===== src/rtl/complete_datapath_pkg.sv =====
// rtl/complete_datapath_pkg.sv - shared encodings, field positions and immediate helper for the datapath
package complete_datapath_pkg;

    localparam int DATA_W = 16;

    typedef enum logic [1:0] {
        ALU_ADD = 2'b00,
        ALU_SUB = 2'b01,
        ALU_AND = 2'b10,
        ALU_OR  = 2'b11
    } alu_op_t;

    typedef enum logic [1:0] {
        PC_HOLD  = 2'b00,
        PC_ADDER = 2'b01,
        PC_RF    = 2'b10,
        PC_LABEL = 2'b11
    } pc_sel_t;

    typedef enum logic [1:0] {
        IMM_Z5  = 2'b00,
        IMM_Z8  = 2'b01,
        IMM_S8  = 2'b10,
        IMM_S11 = 2'b11
    } imm_sel_t;

    typedef enum logic [1:0] {
        ALU_B_RD   = 2'b00,
        ALU_B_IMM  = 2'b01,
        ALU_B_ONE  = 2'b10,
        ALU_B_ZERO = 2'b11
    } alu_b_sel_t;

    typedef enum logic [1:0] {
        RF_WD_ALU = 2'b00,
        RF_WD_MDR = 2'b01,
        RF_WD_IMM = 2'b10,
        RF_WD_PC  = 2'b11
    } rf_wd_sel_t;

    // Instruction field bit positions within Mem_Data_Reg
    localparam int OPC_HI = 15;
    localparam int OPC_LO = 11;
    localparam int RD_HI  = 10;
    localparam int RD_LO  = 8;
    localparam int RN_HI  = 7;
    localparam int RN_LO  = 5;
    localparam int RM_HI  = 4;
    localparam int RM_LO  = 2;
    localparam int OP_HI  = 1;
    localparam int OP_LO  = 0;
    localparam int LBL_HI = 10;

    function automatic logic [DATA_W-1:0] imm_extend(input logic [10:0] ir, input logic [1:0] sel);
        logic [DATA_W-1:0] r;
        case (imm_sel_t'(sel))
            IMM_Z5:  r = {11'b0, ir[4:0]};
            IMM_Z8:  r = {8'b0, ir[7:0]};
            IMM_S8:  r = {{8{ir[7]}}, ir[7:0]};
            default: r = {{5{ir[10]}}, ir[10:0]};
        endcase
        return r;
    endfunction

endpackage


===== src/rtl/dp_alu16.sv =====
// rtl/dp_alu16.sv - 16-bit ALU (ADD/SUB/AND/OR), ports: a, b, op in; result, zero, carry out
module dp_alu16
    import complete_datapath_pkg::*;
(
    input  logic [DATA_W-1:0] a,
    input  logic [DATA_W-1:0] b,
    input  logic [1:0]        op,
    output logic [DATA_W-1:0] result,
    output logic              zero,
    output logic              carry
);

    logic [DATA_W:0] sum;

    always_comb begin
        sum    = '0;
        result = '0;
        carry  = 1'b0;
        case (alu_op_t'(op))
            ALU_ADD: begin
                sum    = {1'b0, a} + {1'b0, b};
                result = sum[DATA_W-1:0];
                carry  = sum[DATA_W];
            end
            ALU_SUB: begin
                // carry out of A + ~B + 1 is the "no borrow" flag
                sum    = {1'b0, a} + {1'b0, ~b} + {{DATA_W{1'b0}}, 1'b1};
                result = sum[DATA_W-1:0];
                carry  = sum[DATA_W];
            end
            ALU_AND: result = a & b;
            default: result = a | b;
        endcase
    end

    assign zero = (result == '0);

endmodule


===== src/rtl/complete_datapath.sv =====
// rtl/complete_datapath.sv - multi-cycle 16-bit RISC datapath: PC, memory, MDR, 8x16 RF, ALU, flags, Out_R
// Ports: clk/rst; controller selects and enables in; external load address/data in;
// Mem_Data_Reg, decoded fields, Imm_Out, Z_Reg, C_Reg, Out_R out.
// Macro DP_R0_ZERO_EN: R0 reads as zero and writes to it are dropped.
module complete_datapath
    import complete_datapath_pkg::*;
#(
    parameter int MEM_AW = 8
) (
    input  logic        clk,
    input  logic        rst,
    input  logic [1:0]  PC_Sel,
    input  logic        PC_Add_Src,
    input  logic        PC_ALU_Sel,
    input  logic        Mem_Addr_Sel,
    input  logic [15:0] Ext_Mem_Addr,
    input  logic        MemW_Data_Sel,
    input  logic [15:0] Ext_MemW_Data,
    input  logic        MemW_en,
    input  logic        Rd_Rm_Sel,
    input  logic        Rd_Reg_CE,
    input  logic        RF_Write_en,
    input  logic [1:0]  RF_Write_Data_Sel,
    input  logic [1:0]  Imm_Sel,
    input  logic        ALU_A_Sel,
    input  logic [1:0]  ALU_B_Sel,
    input  logic        ALU_Control,
    input  logic        ALUOut_Reg_CE,
    input  logic        Z_CE,
    input  logic        C_CE,
    input  logic        Out_R_CE,
    output logic [15:0] Mem_Data_Reg,
    output logic [4:0]  Opcode,
    output logic [2:0]  Rd_Addr,
    output logic [2:0]  Rn_Addr,
    output logic [2:0]  Rm_Addr,
    output logic [1:0]  ALU_Op,
    output logic [10:0] PC_Label11,
    output logic [15:0] Imm_Out,
    output logic        Z_Reg,
    output logic        C_Reg,
    output logic [15:0] Out_R
);

    localparam int MEM_DEPTH = 1 << MEM_AW;

    logic [DATA_W-1:0] pc, alu_out, rd_reg;
    logic [DATA_W-1:0] rf [8];
    logic [DATA_W-1:0] mem [MEM_DEPTH];

    logic [DATA_W-1:0] addr_full, mem_rdata, mem_wdata;
    logic [MEM_AW-1:0] mem_idx;
    logic              addr_unused;
    logic [2:0]        rf_p2_addr;
    logic [DATA_W-1:0] rf_p1, rf_p2, rf_wd;
    logic              rf_we;
    logic [DATA_W-1:0] alu_a, alu_b, alu_res, pc_add, pc_next;
    logic [1:0]        alu_op;
    logic              alu_z, alu_c;

    // Instruction fields straight from the MDR
    assign Opcode     = Mem_Data_Reg[OPC_HI:OPC_LO];
    assign Rd_Addr    = Mem_Data_Reg[RD_HI:RD_LO];
    assign Rn_Addr    = Mem_Data_Reg[RN_HI:RN_LO];
    assign Rm_Addr    = Mem_Data_Reg[RM_HI:RM_LO];
    assign ALU_Op     = Mem_Data_Reg[OP_HI:OP_LO];
    assign PC_Label11 = Mem_Data_Reg[LBL_HI:0];
    assign Imm_Out    = imm_extend(Mem_Data_Reg[LBL_HI:0], Imm_Sel);

    // Memory: only the low MEM_AW address bits select a word
    assign addr_full   = Mem_Addr_Sel ? Ext_Mem_Addr : (PC_ALU_Sel ? alu_out : pc);
    assign mem_idx     = addr_full[MEM_AW-1:0];
    assign addr_unused = ^addr_full[DATA_W-1:MEM_AW];
    assign mem_rdata   = mem[mem_idx];
    assign mem_wdata   = MemW_Data_Sel ? Ext_MemW_Data : rd_reg;

    always_ff @(posedge clk) begin
        if (!rst && MemW_en) begin
            mem[mem_idx] <= mem_wdata;
        end
    end

    // Register file read/write
    assign rf_p2_addr = Rd_Rm_Sel ? Rd_Addr : Rm_Addr;
`ifdef DP_R0_ZERO_EN
    assign rf_p1 = (Rn_Addr == 3'd0) ? '0 : rf[Rn_Addr];
    assign rf_p2 = (rf_p2_addr == 3'd0) ? '0 : rf[rf_p2_addr];
    assign rf_we = RF_Write_en && (Rd_Addr != 3'd0);
`else
    assign rf_p1 = rf[Rn_Addr];
    assign rf_p2 = rf[rf_p2_addr];
    assign rf_we = RF_Write_en;
`endif

    always_comb begin
        case (rf_wd_sel_t'(RF_Write_Data_Sel))
            RF_WD_ALU: rf_wd = alu_out;
            RF_WD_MDR: rf_wd = Mem_Data_Reg;
            RF_WD_IMM: rf_wd = Imm_Out;
            default:   rf_wd = pc;
        endcase
    end

    // ALU operand selection
    assign alu_a  = ALU_A_Sel ? pc : rf_p1;
    assign alu_op = ALU_Control ? ALU_ADD : ALU_Op;

    always_comb begin
        case (alu_b_sel_t'(ALU_B_Sel))
            ALU_B_RD:  alu_b = rd_reg;
            ALU_B_IMM: alu_b = Imm_Out;
            ALU_B_ONE: alu_b = 16'd1;
            default:   alu_b = '0;
        endcase
    end

    dp_alu16 u_alu (
        .a      (alu_a),
        .b      (alu_b),
        .op     (alu_op),
        .result (alu_res),
        .zero   (alu_z),
        .carry  (alu_c)
    );

    // PC next value
    assign pc_add = pc + (PC_Add_Src ? Imm_Out : 16'd1);

    always_comb begin
        case (pc_sel_t'(PC_Sel))
            PC_HOLD:  pc_next = pc;
            PC_ADDER: pc_next = pc_add;
            PC_RF:    pc_next = rf_p1;
            default:  pc_next = {5'b0, PC_Label11};
        endcase
    end

    always_ff @(posedge clk) begin
        if (rst) begin
            pc           <= '0;
            Mem_Data_Reg <= '0;
            alu_out      <= '0;
            rd_reg       <= '0;
            Out_R        <= '0;
            Z_Reg        <= 1'b0;
            C_Reg        <= 1'b0;
            for (int i = 0; i < 8; i++) begin
                rf[i] <= '0;
            end
        end else begin
            pc           <= pc_next;
            Mem_Data_Reg <= mem_rdata;
            if (rf_we)         rf[Rd_Addr] <= rf_wd;
            if (Rd_Reg_CE)     rd_reg      <= rf_p2;
            if (ALUOut_Reg_CE) alu_out     <= alu_res;
            if (Z_CE)          Z_Reg       <= alu_z;
            if (C_CE)          C_Reg       <= alu_c;
            if (Out_R_CE)      Out_R       <= rd_reg;
        end
    end

endmodule


===== config.mk =====
export PLATFORM = sky130hd
export DESIGN_NAME = complete_datapath
export DESIGN_NICKNAME = d
export VERILOG_FILES = /design/src/rtl/complete_datapath_pkg.sv /design/src/rtl/dp_alu16.sv /design/src/rtl/complete_datapath.sv
export SDC_FILE = /design/constraint.sdc
export NUM_CORES = 2
export LEC_CHECK = 0
export CORE_UTILIZATION = 33
export CTS_CLUSTER_DIAMETER = 60
export DETAILED_ROUTE_END_ITERATION = 10
export DONT_BUFFER_PORTS = 1
export GPL_TIMING_DRIVEN = 0
export PLACE_DENSITY = 0.48
export REMOVE_ABC_BUFFERS = 1
export SKIP_LAST_GASP = 1
export SYNTH_ARGS = -nofsm -noshare
export SYNTH_HDL_FRONTEND = slang
export SYNTH_MEMORY_MAX_BITS = 65536
export SYNTH_SLANG_ARGS = --single-unit

===== constraint.sdc =====
create_clock -name clk -period 5.8 [get_ports clk]
set_input_delay 0.58 -clock clk [delete_from_list [all_inputs] [get_ports clk]]
set_output_delay 0.58 -clock clk [all_outputs]
set_load 0.03 [all_outputs]

==> impl_metrics.toml <==
[run_status]
status = "complete, but fails checks"
violations = "negative setup slack"

[logic_synthesis]
synth_cells = 10600
synth.largest_area_cell = "edfxtp_1"
ys_ff_latch = 4306
avgSynthCellArea_um2 = 16.3
synth_edf_count = 4224
synthFlopType = "edfxtp_1"
ys_types = 88
ys_top_cells_by_area = "edfxtp_1 73%, mux4_2 7.9%, nand2_1 3.8%"
async_flop_share_pct = 0
syn_area_um2 = 173000
synth-warning-count = 0
yosysSeqAreaShare_pct = 74.3
synth_top_area_share_pct = 73.3

[detailed_routing]
first_iter_violations = 11300
routed_wl_mm = 559
num_vias = 100000
post_drt_wl_per_cell_um = 30.5
ant_nets = 0
viasPerCell = 5.45
drc = 0
drtPass1Iterations = 6

[clock_tree]
cts_sinks = 4306
cts_buffer_depth = 4
cts_tree = "built"
clk_latency_ns = 1.04
h-tree-depth = 5
path_clk_slew_ns = 0.06
root_buffer = "clkbuf_16"
cts_buffers = 459

[timing]
hold_violations = 0
min_period_ns = 5.91
setup_slack_ns = -0.112
timing.hold.ws_ns = 0.0905
drv_slew = 0
finalClockSkew_ns = 0.0765
tightest_slew_ns = 1.34
slew_headroom_pct = 10.9
max_freq_mhz = 169
rsz0062_at_grt = "false"
period_share_pct = 102
finalSetupViolations = 5

[final_layout]
regArea_um2 = 129000
largest_reg_flops = 4096
fill_cells = 47000
drive_gt1_share_pct = 19.8
top_register = "mem"
multiInputGateArea_um2 = 42000
final_area_um2 = 205000
top_regs = "mem (4096), rf (128)"
area_growth_syn_to_layout_pct = 18.7
instances_no_fill = 18400
nNetsFinal = 11100
fin_util_pct = 39.4

[pwr]
pwr-share-seq_pct = 48.2
peakVddDrop_mv = 0.291
p_clk_share_pct = 38.5
p_comb_share_pct = 13.3
swShare_pct = 26.4
power.leakage_nw = 66.4
power.density_nw_per_um2 = 358
p_int_w = 0.0541
p_switching_w = 0.0194

[global_routing]
grt_pass1_vias = 97600
grt_max_degree = 145
track_usage_pct = 20.7
grt_pass1_wl_mm = 777
grt_overflow = 0
antenna_found_initial = 45

[flow_run]
drv_cap = 0

[die]
die_area_um2 = 527000
core-area_um2 = 522000
die_w_um = 726
boundaryPins = 133
fp-row-count = 265
initial_core_util_pct = 33.2
dieHeight_um = 726

[place]
numPortBuffers = 0
gp_congestion = 0.823
dp.cells = 17500
place_area_um2 = 190000
dp_slack_ns = -1.60
place.detailed.hpwl_mm = 374

[worst_setup_path]
cp.required_ns = 6.63
path_class = "register to register"
r2r_slack_ns = -0.11
worstPathArrival_ns = 6.74
critPathMaxFanout = 8
endpoint_kind = "register"
cp-start-kind = "register"

[hold_path]
hp-class = "input pin to register"
==> area by class of cell <==
cell class                      instances  share of cell area (%)
Sequential cell                      4306                    62.6
Inverter                               52                  0.0951
Timing Repair Buffer                  602                    5.55
Antenna cell                           25                  0.0305
Clock inverter                        283                    1.17
Clock buffer                          565                    5.85
Multi-Input combinational cell       5582                    20.5
Tap cell                             6942                    4.23
==> power by group through the flow <==
stage | combinational (W) | clock, W | sequential [W]
final | 0.00980 | 0.0283 | 0.0354
after global placement | 0.0141 | 0 | 0.0364
after CTS | 0.00978 | 0.0287 | 0.0354
after floorplan | 0.00803 | 0 | 0.0360
after global routing | 0.0103 | 0.0299 | 0.0354
after detailed placement | 0.00969 | 0 | 0.0360
==> through the flow <==
| step | TNS, ns | power, W |
|---|---|---|
| CTS | -0.158 | 0.0739 |
| global route | 0 | 0.0755 |
| finish | -0.241 | 0.0735 |
| global placement | - | 0.0505 |
| floorplan | - | 0.0441 |
| detailed placement | -15.37 | 0.0457 |
==> metal layers <==
layer | GRT usage [%] | up-vias | part of all wire [%]
li1 | - | 42200 | -
met1 | 28.3 | 52900 | 42
met2 | 33.3 | 4231 | 47
met3 | 3.66 | 781 | 7.6
met4 | 6.74 | 8 | 3.6
met5 | 0 | - | 0.010
==> cells in the mapped netlist (all sizes together), types with 89 or more instances <==
cell type,n
nor2,535
mux4,604
buf,459
a32oi,137
nand4,89
nand2,1773
clkbuf,245
nand3,1014
edfxtp,4224
a21oi,164
a22oi,219
mux2i,328
==> cell usage in the layout, fill, tap and decap left out, types with 80 or more instances in the layout <==
cell type and count:
nand4_1 89, mux2i_1 320, buf_16 171, a21oi_1 162
mux4_2 603, nor2_1 293, a22oi_1 216, nor2_2 217
buf_8 146, nand2_1 1744, clkinv_2 80, buf_12 158
clkbuf_16 462, buf_6 89, clkinv_1 123, a32oi_1 137
clkbuf_1 97, edfxtp_1 4224, nand3_1 1014
==> what timing repair did <==
action / 4_1_cts / 5_1_grt
hold buffers: 20 / 0
pin swaps: 3 / 4
gates cloned: 1 / 0
endpoints found under the hold margin: 136 / 0
endpoints found under the setup margin: 15 / 134
resized for setup: 30 / 19
buffers inserted: 2 / 1
==> kinds of logic after synthesis <==
kind of cell / count (synthesis) / synth area share [%]
AND/OR/NAND/NOR: 3629 / 9.05
buffers and inverters: 756 / 2.31
adder cells (fa/ha/maj): 69 / 0.512
XOR/XNOR: 35 / 0.177
flip-flops: 4306 / 74.3
multiplexers: 978 / 10.1
AO/OA/AOI/OAI: 870 / 3.60
==> worst paths after layout <==
kind,start,end,cells after the start
hold reg to reg,alu_out[12],alu_out[12],2
hold / removal,RF_Write_Data_Sel[1],rf[3][14],2
setup reg to reg,pc[7],Mem_Data_Reg[5],10
setup / recovery,pc[7],Mem_Data_Reg[5],10
==> critical path, cell delays in order, from the launching register on <==
cell and delay (ns):
dfxtp_1 0.40, mux2i_1 0.19, o21ai_1 0.95, nand2_1 0.71, nor2_4 0.65, nand2_1 0.37, a221o_1 0.44, nand2b_1 0.44
o21ai_0 0.46, nor4_4 0.20, a41oi_1 0.86
(Power assumes the default switching activity.)
